===== src/rtl/modn_syndown_counter_pkg.sv =====
// Shared definitions for the modulo-N down counter: FSM state encoding and
// the terminal-value helper used to size the reload constant.
package modn_syndown_counter_pkg;

    typedef enum logic {
        ST_RUN  = 1'b0,
        ST_HALT = 1'b1
    } cnt_state_e;

    // Highest legal count for a given modulus.
    function automatic int cnt_max(input int modulus);
        return modulus - 1;
    endfunction

endpackage


===== src/rtl/modn_syndown_counter.sv =====
// Loadable modulo-N synchronous down counter with auto-reload / one-shot modes
// and a combinational terminal count for cascading into a following stage.
module modn_syndown_counter
    import modn_syndown_counter_pkg::*;
#(
    parameter int MODULUS = 12,
    parameter int WIDTH   = 4
) (
    input  logic             clk,
    input  logic             rst,
    input  logic             en,
    input  logic             load,
    input  logic [WIDTH-1:0] load_val,
    input  logic             oneshot,
    output logic [WIDTH-1:0] count,
    output logic             tc,
    output logic             wrap,
    output logic             done,
    output logic             load_err
);

    if (MODULUS < 2 || MODULUS > (2 ** WIDTH)) begin : g_bad_modulus
        $error("modn_syndown_counter: MODULUS must be in 2..2**WIDTH");
    end

    localparam logic [WIDTH-1:0] CNT_MAX = WIDTH'(cnt_max(MODULUS));

    cnt_state_e       state, state_n;
    logic [WIDTH-1:0] count_n;
    logic             wrap_n, done_n, load_err_n;
    logic             load_over;

    assign load_over = (load_val > CNT_MAX);

    // Borrow into the next stage: no latency, so it must not come from a register.
    assign tc = (state == ST_RUN) && en && (count == '0);

    always_ff @(posedge clk) begin
        if (rst) begin
            state    <= ST_RUN;
            count    <= CNT_MAX;
            wrap     <= 1'b0;
            done     <= 1'b0;
            load_err <= 1'b0;
        end else begin
            state    <= state_n;
            count    <= count_n;
            wrap     <= wrap_n;
            done     <= done_n;
            load_err <= load_err_n;
        end
    end

    always_comb begin
        state_n    = state;
        count_n    = count;
        wrap_n     = 1'b0;
        done_n     = done;
        load_err_n = 1'b0;

        if (load) begin
            count_n    = load_over ? CNT_MAX : load_val;
            state_n    = ST_RUN;
            done_n     = 1'b0;
            load_err_n = load_over;
        end else if (count > CNT_MAX) begin
            // Out-of-range count can only come from an upset; recover quietly.
            count_n = CNT_MAX;
        end else if (state == ST_HALT) begin
            count_n = '0;
        end else if (en) begin
            if (count != '0) begin
                count_n = count - 1'b1;
            end else if (oneshot) begin
                state_n = ST_HALT;
                done_n  = 1'b1;
            end else begin
                count_n = CNT_MAX;
                wrap_n  = 1'b1;
            end
        end
    end

endmodule


===== config.mk =====
export PLATFORM = sky130hd
export DESIGN_NAME = modn_syndown_counter
export DESIGN_NICKNAME = d
export VERILOG_FILES = /design/src/rtl/modn_syndown_counter_pkg.sv /design/src/rtl/modn_syndown_counter.sv
export SDC_FILE = /design/constraint.sdc
export NUM_CORES = 1
export LEC_CHECK = 0
export CAP_MARGIN = 20
export CORE_MARGIN = 2
export CORE_UTILIZATION = 25
export CTS_CLUSTER_SIZE = 10
export DETAILED_ROUTE_END_ITERATION = 6
export PLACE_DENSITY = 0.5
export SLEW_MARGIN = 10
export SYNTH_ARGS = -nofsm -noshare
export SYNTH_HDL_FRONTEND = slang
export SYNTH_SLANG_ARGS = --single-unit

===== constraint.sdc =====
create_clock -name clk -period 3.2 [get_ports clk]
set_clock_uncertainty 0.2 [all_clocks]
set_input_delay 0.32 -clock clk [delete_from_list [all_inputs] [get_ports clk]]
set_output_delay 0.32 -clock clk [all_outputs]
set_load 0.05 [all_outputs]

==> results.toml, run 1 <==
[timing]
finalSetupViolations = 0
rsz0062_at_grt = "false"
fin_crit_sh_pct = 90.2
final_max_slew_viol_count = 0
tightest_slew_ns = 0.501
finalHoldViolations = 0
fin_tns_setup_ns = 0
min_period_ns = 2.89
slew_headroom_pct = 66.5
whs_ns = 0.296
fmax_mhz = 346
finalWorstSetupSlack_ns = 0.313

[placement]
placed_cells = 93
routabilityCongestion = 0.783
dp_slack_ns = 0.590
portBuffers = 16
dp_hpwl_um = 872
dpl_cell_area_um2 = 669

[synth]
synthCells = 53
yosysWarnings = 0
synth_ff_type = "dfxtp_1"
synth_edf_count = 0
ys_seq_area_share_pct = 32.3
synth.net_count = 64
ys_top_cells_by_count = "dfxtp_1, a21oi_1, nor2_1"
synthArstFlopShare_pct = 0
synth_top_area_cell = "dfxtp_1"
synth.top_cell.area_share_pct = 32.3
yosys-top-cells-area = "dfxtp_1, a21oi_1, ha_1, nor2_1, nor3b_4"
avgSynthCellArea_um2 = 9.35
synth.cell_area_um2 = 495
ys_ff_latch = 8
synth.most_common_cell = "dfxtp_1"
synth.distinct_cells = 31

[clocking]
h-tree-depth = 1
clock_tree.buffer_depth = 2
cts-root-buf = "clkbuf_4"
cts_tree = "yes"
clock-sinks = 8
ctsResizeCount = 0
worstSkewPairLatency_ns = 0.26
ctsHoldBuffers = 0
path_clk_slew_ns = 0.06
cts_setup_buffers = 0
cts_buffers = 3

[detailed_routing]
ant_nets = 0
wl_um = 1150
avgViaCountPerCell = 4.77
vias = 458
drt-pass1-iter-count = 2
routedWlPerCell_um = 12.0
first_iter_violations = 4
remaining_drc_errors = 0

[floorplan]
core_area_um2 = 1920
rows = 16
dieArea_um2 = 2350
dieWidth_um = 48.5
initial_utilization_pct = 25.8
die_h_um = 48.5
io_pins = 17

[flow_run]
drv_cap = 0

[pwr]
vdd_drop_max_v = 0.000162
internal-power_mw = 0.182
clkPwrFrac_pct = 29.6
power_density_nw_per_um2 = 389
power.share.combinational_pct = 28.4
swShare_pct = 32.4
switching_power_mw = 0.0871
power.total_mw = 0.269
cellLeakagePower_nw = 0.259
seqPwrFrac_pct = 42.0

[setup_path]
critPathArrivalTime_ns = 2.37
path_max_fanout = 5
cp-start-kind = "flip-flop"
worstSetupEndpointType = "output port"
path_class = "flip-flop to output port"
cp.required_ns = 2.68
crit_path_start = "count[0]"
reg2reg_from = "count[0]"

[cells_and_area]
finish.utilization_pct = 36.0
diodes = 0
finalNetCount = 82
stdcell_count = 96
area_delta_synth_final_pct = 39.6
fin_area_um2 = 692
drive_gt1_share_pct = 17.4
fillers = 215

[hold_path]
holdCritStartpoint = "done"
holdCritPathClass = "flip-flop to flip-flop"

[status]
status = "complete, no violations"

[global_route]
grt_pass1_vias = 473
gr-total-overflow = 0
grt_pass1_wl_um = 2030
antenna_found_initial = 0
grt_max_degree = 11
gr-usage-all-layers_pct = 11.7
==> path summary, 6_finish.rpt <==
check / to / slack [ns] / depth (start not counted)
worst max register to register: wrap / 1.43 / 5
worst max-delay path: tc / 0.31 / 5
worst min register to register: done / 0.30 / 2
worst min-delay path: done / 0.30 / 2
==> power by group through the flow <==
stage | combinational, mW | sequential, mW | clock, mW
final | 0.0764 | 0.113 | 0.0796
after global routing | 0.0814 | 0.114 | 0.0928
after CTS | 0.0770 | 0.113 | 0.0851
after detailed placement | 0.0766 | 0.115 | 0
after global placement | 0.0769 | 0.116 | 0
after floorplan | 0.0345 | 0.130 | 0
==> layout make-up <==
cell class,instances,area [µm²],area share [%]
inverters,4,15.0,2.17
clock buffers,3,22.5,3.25
multi-input cells,38,300,43.4
flip-flops and latches,8,160,23.1
repair buffers,16,160,23.1
well taps,27,33.8,4.88
==> sequential cells by signal, indices dropped and copies added, names as in the netlist <==
register,cells
load_err,1
wrap,1
done,1
state,1
count,4
==> per-layer routing <==
| layer | vias to the layer above | track usage, % | share of wire, % |
|---|---|---|---|
| met3 | 4 | 6.17 | 6.9 |
| met1 | 207 | 13.1 | 49 |
| met2 | 16 | 17.6 | 42 |
| met4 | 0 | 7.14 | 1.6 |
| li1 | 231 | - | - |
| met5 | - | 0 | 0 |
==> cells by family after synthesis <==
family,Yosys count,share of synthesized area (%)
buf+inv,7,7.07
fa+ha+maj,2,5.05
simple gates,14,21.7
flops,8,32.3
compound gates,21,31.6
mux,1,2.27
==> layout by cell type (no fill, tap or decap), drive strengths merged <==
master         Yosys  final
inv                4      4
or3b               1      1
o22ai              2      2
a21bo              1      1
nor3               2      2
nand4bb            1      1
o21ai              2      2
o221ai             1      1
ha                 2      2
o22a               1      1
a211oi             1      1
nor2               5      5
a31oi              1      1
clkbuf             1      3
clkdlybuf4s50      0     16
dfxtp              8      8
a221oi             1      1
a21oi              6      6
a21o               1      1
nor4b              1      1
nor3b              2      2
nand2              1      1
a211o              2      2
o21a               1      1
mux2               1      1
a22oi              1      1
nand2b             1      1
==> worst max-delay path: stages, from the launching register on <==
cell and delay [ns]:
dfxtp_1 0.35, inv_1 0.09, ha_1 0.21, or3b_4 0.42, nor3b_4 0.22, clkdlybuf4s50_1 0.83
No activity file was read; power rests on OpenSTA's default activity.
==> run 2: changes to the inputs <==
--- a/config.mk
+++ b/config.mk
@@ -6,11 +6,11 @@
 export NUM_CORES = 1
 export LEC_CHECK = 0
 export CAP_MARGIN = 20
-export CORE_MARGIN = 2
-export CORE_UTILIZATION = 25
-export CTS_CLUSTER_SIZE = 10
+export CORE_AREA = 2 2 39 41
+export CTS_CLUSTER_SIZE = 25
 export DETAILED_ROUTE_END_ITERATION = 6
-export PLACE_DENSITY = 0.5
+export DIE_AREA = 0 0 41 43
+export PLACE_DENSITY = 0.69
 export SLEW_MARGIN = 10
 export SYNTH_ARGS = -nofsm -noshare
 export SYNTH_HDL_FRONTEND = slang
==> results.toml, run 2 (synthesis gave the netlist of run 1 again) <==
[timing]
fmax_mhz = 344
finalHoldViolations = 0
fin_crit_sh_pct = 90.8
tightest_slew_ns = 0.500
slew_headroom_pct = 66.6
rsz0062_at_grt = "false"
min_period_ns = 2.91
final_max_slew_viol_count = 0
fin_tns_setup_ns = 0
whs_ns = 0.308
finalSetupViolations = 0

[detailed_routing]
remaining_drc_errors = 0
drt-pass1-iter-count = 4
avgViaCountPerCell = 5.48
routedWlPerCell_um = 13.0
vias = 466
ant_nets = 0
first_iter_violations = 6
wl_um = 1100

[placement]
portBuffers = 16
routabilityCongestion = 0.885
dp_hpwl_um = 820

[pwr]
vdd_drop_max_v = 0.000169
seqPwrFrac_pct = 42.2
swShare_pct = 32.4
clkPwrFrac_pct = 29.6
power.share.combinational_pct = 28.2
switching_power_mw = 0.0871
internal-power_mw = 0.182
power_density_nw_per_um2 = 397
power.total_mw = 0.269
cellLeakagePower_nw = 0.259

[global_route]
antenna_found_initial = 0
gr-usage-all-layers_pct = 15.5
grt_pass1_wl_um = 1790
gr-total-overflow = 0
grt_pass1_vias = 416
grt_max_degree = 11

[setup_path]
slowest_delay_ns = 0.83
critPathArrivalTime_ns = 2.39
crit_path_top_delay_cell = "clkdlybuf4s50_1"
crit_chain = "inv_1, ha_1, or3b_4, nor3b_4, clkdlybuf4s50_1"
path_buf_inv = 2
path_max_fanout = 5
path_class = "flip-flop to output port"
cp-start-kind = "flip-flop"
cp.required_ns = 2.68
worstSetupEndpointType = "output port"
worst_path_dominant_cell_family = "buffers and inverters"

[clocking]
ctsHoldBuffers = 0
worstSkewPairLatency_ns = 0.26
cts-root-buf = "clkbuf_4"
cts_buffers = 3
h-tree-depth = 1
ctsResizeCount = 0
clock_tree.buffer_depth = 2
cts_setup_buffers = 0
cts_tree = "yes"
clock-sinks = 8
path_clk_slew_ns = 0.06

[cells_and_area]
top_register = "count"
finalNetCount = 82
area_delta_synth_final_pct = 36.9
diodes = 0
multi_input_area_um2 = 300
drive_gt1_share_pct = 17.4
layout_commonest_cell = "clkdlybuf4s50_1"
regArea_um2 = 160
layout_common_cells = "clkdlybuf4s50_1, dfxtp_1, nor2_1, a21oi_1, inv_1"
largest_reg_flops = 4
fillers = 134

[floorplan]
rows = 14
die_h_um = 43
io_pins = 17
dieArea_um2 = 1760
dieWidth_um = 41
core_area_um2 = 1380
initial_utilization_pct = 35.8

[hold_path]
holdCritPathClass = "flip-flop to flip-flop"

[status]
status = "complete, no violations"

[flow_run]
drv_cap = 0
## run 2: worst paths after layout
check                           startpoint   end  slack, ns  cells past startpoint
worst min register to register        done  done       0.31                      2
worst max register to register    count[0]  wrap       1.40                      5
worst min-delay path                  done  done       0.31                      2
worst max-delay path              count[0]    tc       0.29                      5
## run 2: metal layers
layer  vias to the layer above  global-route usage (%)  part of all wire (%)
li1                        231                       -                     -
met1                       215                    18.1                    44
met2                        16                    22.8                    47
met3                         4                    5.24                   5.7
met4                         0                    10.0                   2.4
met5                         -                       0                     0
## run 2: worst register-to-register path, delay by kind of cell, from the launching register on
kind,cells,cell delay [ns]
fa+ha+maj,1,0.21
buf+inv,1,0.10
flops,1,0.35
simple gates,3,0.85
## run 2: per-stage QoR
stage,utilization (%),std cells,setup slack (ns),cell area [µm²]
floorplan,-,53,0.873,495
global placement,47.4,82,0.644,656
detailed placement,47.4,82,0.578,656
CTS,49.0,85,0.294,678
global route,49.0,85,0.189,678
finish,49.0,85,0.295,678
## run 2: layout make-up
type                            count  share of cell area [%]
Clock buffer                        3                    3.32
Multi-Input combinational cell     38                    44.3
Timing Repair Buffer               16                    23.6
Inverter                            4                    2.21
Sequential cell                     8                    23.6
Tap cell                           16                    2.95
## run 2: power by group through the flow
stage	registers, mW	logic [mW]	clock network, mW
finish	0.113	0.0759	0.0797
global route	0.115	0.0813	0.0894
CTS	0.113	0.0760	0.0829
detailed placement	0.115	0.0756	0
global placement	0.115	0.0756	0
floorplan	0.130	0.0345	0
==> RTL edit 1, RTL diff (flow settings as in run 1) <==
`WIDTH`: 4 -> 5.
--- a/src/rtl/modn_syndown_counter.sv
+++ b/src/rtl/modn_syndown_counter.sv
@@ -6,3 +6,3 @@
     parameter int MODULUS = 12,
-    parameter int WIDTH   = 4
+    parameter int WIDTH   = 5
 ) (
Interface: changed (resized count and load_val); port bits go from 17 to 19. The function was not compared with the original's and may differ.
==> RTL edit 1 against run 1 <==
Cell area rose by 12%; register-to-register slack got worse by 180 ps; worst setup slack better by 28 ps; non-clock buffer count up 2; critical path type unchanged; sequential share of layout area rose by 0.15 points; total power grew 3.4%; final cell count rose by 10%; sequential cell count grew 1; wire length up 16%; synthesized area rose by 8.3%.
==> RTL edit 1: results (changes against run 1) <==
vias in the first global route=530 (+12%); layout cells sized above 1=13.9% (-3.5 points); CTS Buf Count=3 (unchanged); first-pass GRT wire length=2.36 mm (+16%); Via density=4.96 (+4.0%); wire per inst=12.6 um (+4.6%); Routability Congestion=0.786 (+0.36%); clk root buf=clkbuf_4; Static Leak=0.283 nW (+9.1%); CP max FO=7 (+2); post-CTS resize count=0 (unchanged); ys flop type=dfxtp_1; Yosys cell types=33 (+6.5%); delay of the slowest critical-path stage=840 ps; H-tree Lvls=1 (unchanged); Post-synth ARST share=0% (unchanged); YS warnings=0 (unchanged); antenna cell count=0 (unchanged); Final HPWL DP=1.00 mm (+15%); antenna violations before repair=0 (unchanged); largest cells by area after synthesis=dfxtp_1 34%, ha_1 4.7%, nor4b_4 4.4%; Arrival @ worst endpoint=2340 ps (-30 ps); Seq/Total Area, Yosys=33.6% (+1.2 points); CTS tree=yes; Max Root-Sink Buffers=2 (unchanged); worst-skew pair later-pin latency=270 ps; Initial DRC Count=10 (+6); TritonRoute pass-1 iters=4 (+2); Peak VDD IR=135 uV (-16%); Clock Pin Slew Worst Setup and Hold Paths=60 ps (about the same); Synth top cells by count=9 x dfxtp_1, 6 x inv_1, 4 x a21oi_1, 4 x nor3_1, 3 x a31oi_1; outcome=finished, final reports clean; Hold WC Path Type=flop to flop; Port Buf Inserts=18 (+2); setup bufs post-CTS=0 (unchanged); Final nets=92 (+12%); GRT Util Overall=12.6% (+0.87 points); Synth Net Count=70 (+9.4%); largest net degree at the start of global routing=11 (unchanged); CP top delay family=buffers and inverters; max reg flops=5 (+1)
RTL edit 1: cell type report:
type | instances | area (um2)
tap | 27 | 33.8
inverter | 6 | 22.5
sequential | 9 | 180
timing repair buffer | 18 | 180
clock buffer | 4 | 26.3
multi-input combinational | 42 | 330
fill | 210 | 1230
RTL edit 1: final timing paths:
kind,to,slack (ps),start,cells past startpoint
max,tc,340,count[0],5
min reg2reg,done,310,done,2
min,done,310,done,2
max reg2reg,count[0],1250,count[0],6
RTL edit 1: tightest hold or removal path: stages (launching register included):
cell	delay [ps]
dfxtp_1	310
a21oi_1	110
nor3_1	50
RTL edit 1: cells by family after synthesis:
family	count (synthesis)	share of synthesized area, %
compound gates	18	25.9
fa+ha+maj	2	4.66
buf+inv	7	4.89
flops	9	33.6
mux	2	4.20
other cells	1	0.699
simple gates	19	26.1
RTL edit 1: power breakdown:
group          switching [W]  leakage, nW  internal [W]
clock network      0.0000419       0.0150     0.0000482
logic              0.0000361        0.194     0.0000284
registers         0.00000730       0.0737      0.000116
RTL edit 1: through the flow:
| step | cells | setup WS [ps] | instance area, um2 |
|---|---|---|---|
| 6_report | 106 | 341 | 773 |
| 5_1_grt | 106 | 172 | 773 |
| 4_1_cts | 106 | 321 | 773 |
| 3_5_place_dp | 102 | 623 | 747 |
| 3_3_place_gp | 102 | 685 | 747 |
| 2_1_floorplan | 58 | 792 | 537 |
RTL edit 1: metal layers:
layer | share of wire, % | wire, um | up-vias | global-route usage [%]
li1 | - | - | 262 | -
met1 | 44 | 586 | 235 | 16.3
met2 | 44 | 587 | 27 | 18.2
met3 | 10 | 139 | 2 | 4.46
met4 | 1.4 | 18 | 0 | 6.76
met5 | 0 | 0 | - | 0
==> RTL edit 2, RTL diff (flow settings as in run 1) <==
Made on the original files. The output `wrap` loses its register stage (`wrap` becomes a continuous assignment).
--- a/src/rtl/modn_syndown_counter.sv
+++ b/src/rtl/modn_syndown_counter.sv
@@ -41,3 +41,2 @@
             count    <= CNT_MAX;
-            wrap     <= 1'b0;
             done     <= 1'b0;
@@ -47,3 +46,2 @@
             count    <= count_n;
-            wrap     <= wrap_n;
             done     <= done_n;
@@ -52,2 +50,4 @@
     end
+
+    assign wrap = wrap_n;
 
Check against the original RTL: not equivalent (a bounded check fails within 4 cycles, from zero or initial values and one cycle with rst high).
==> RTL edit 2 against run 1 <==
Total power is 5.8% lower; sequential cell count is 1 lower; hold slack better by 20 ps; wire length is 6.5% lower; worst setup slack better by 4.8 ps; synthesized area is 9.1% lower; cell area is 5.6% lower; die area is 8.4% lower; global-route usage is 0.068 points higher; critical path type unchanged; largest cell class unchanged; highest routed layer unchanged.
==> RTL edit 2: results (changes against run 1) <==
Net Sw Power=0.0000808 W (-7.2%); outcome=finished, final reports clean; mux contribution to synthesized area=2.50% (+0.23 points); worst hold slack=316 ps (+20.1 ps); WL final=1.08 mm (-6.5%); layout cells sized above 1=9.86% (-7.5 points); GRT Util Overall=11.8% (+0.068 points); compound-cell area share of the yosys netlist=33.9% (+2.3 points); crit path capture=wrap; antenna cell count=0 (unchanged); post-route cell area=653 um2 (-5.6%); Hold EP=done; TritonRoute pass-1 iters=4 (+2); Final nets=83 (+1.2%); Seq power=0.0000997 W (-12%); Placed Area=627 um2 (-6.4%); placed cells=92 (-1.1%); Synth top cells by count=7 x dfxtp_1, 5 x nor2_1, 4 x a211o_1, 4 x a21oi_1, 4 x inv_1; first-pass GRT wire length=1.79 mm (-12%); Adder-Cell Fraction of Synth Area=5.56% (+0.51 points); Max-Slew Margin vs Limit=66.9% (+0.42 points); Yosys cell types=25 (-19%); Static Leak=0.252 nW (-2.7%); vias in the first global route=420 (-11%); Hold WC Path Type=flop to flop; largest cells by area after synthesis=dfxtp_1 31%, a211o_1 7.8%, ha_1 5.6%; hold path depth=2 (unchanged); Peak VDD IR=176 uV (+9.3%); largest net degree at the start of global routing=10 (-1); Internal Power=0.000173 W (-5.2%); Seq/Total Area, Yosys=31.1% (-1.2 points); reg2reg end=count[1]; FF-to-FF path depth=6 (+1); # fillers=189 (-12%); detailed-route via count=445 (-2.8%); min Tclk post-route=2880 ps (-4.77 ps); CP max FO=4 (-1); P_comb=0.0000736 W (-3.7%); pre-CTS WS=505 ps (-84.3 ps); Synth Instances=53 (unchanged); Final HPWL DP=844 um (-3.2%); Initial DRC Count=3 (-1); Routability Congestion=0.751 (-4.1%)
RTL edit 2: per-layer routing:
metal / part of all wire, % / vias up / GRT usage (%)
li1: - / 234 / -
met1: 48 / 197 / 14.9
met2: 46 / 10 / 18.3
met3: 3.7 / 4 / 1.18
met4: 2.9 / 0 / 8.57
met5: 0 / - / 0
RTL edit 2: final cells by class:
class | count | share of cell area, %
Sequential cell | 7 | 21.5
Clock buffer | 4 | 4.02
Tap cell | 25 | 4.79
Timing Repair Buffer | 16 | 24.5
Multi-Input combinational cell | 40 | 42.9
Inverter | 4 | 2.30
RTL edit 2: worst max-delay path, delay by kind of cell, from the launching register on:
family                   cells  cell delay [ps]
flip-flops                   1              330
adder cells (fa/ha/maj)      1              220
AND/OR/NAND/NOR              3              610
buffers and inverters        2              950
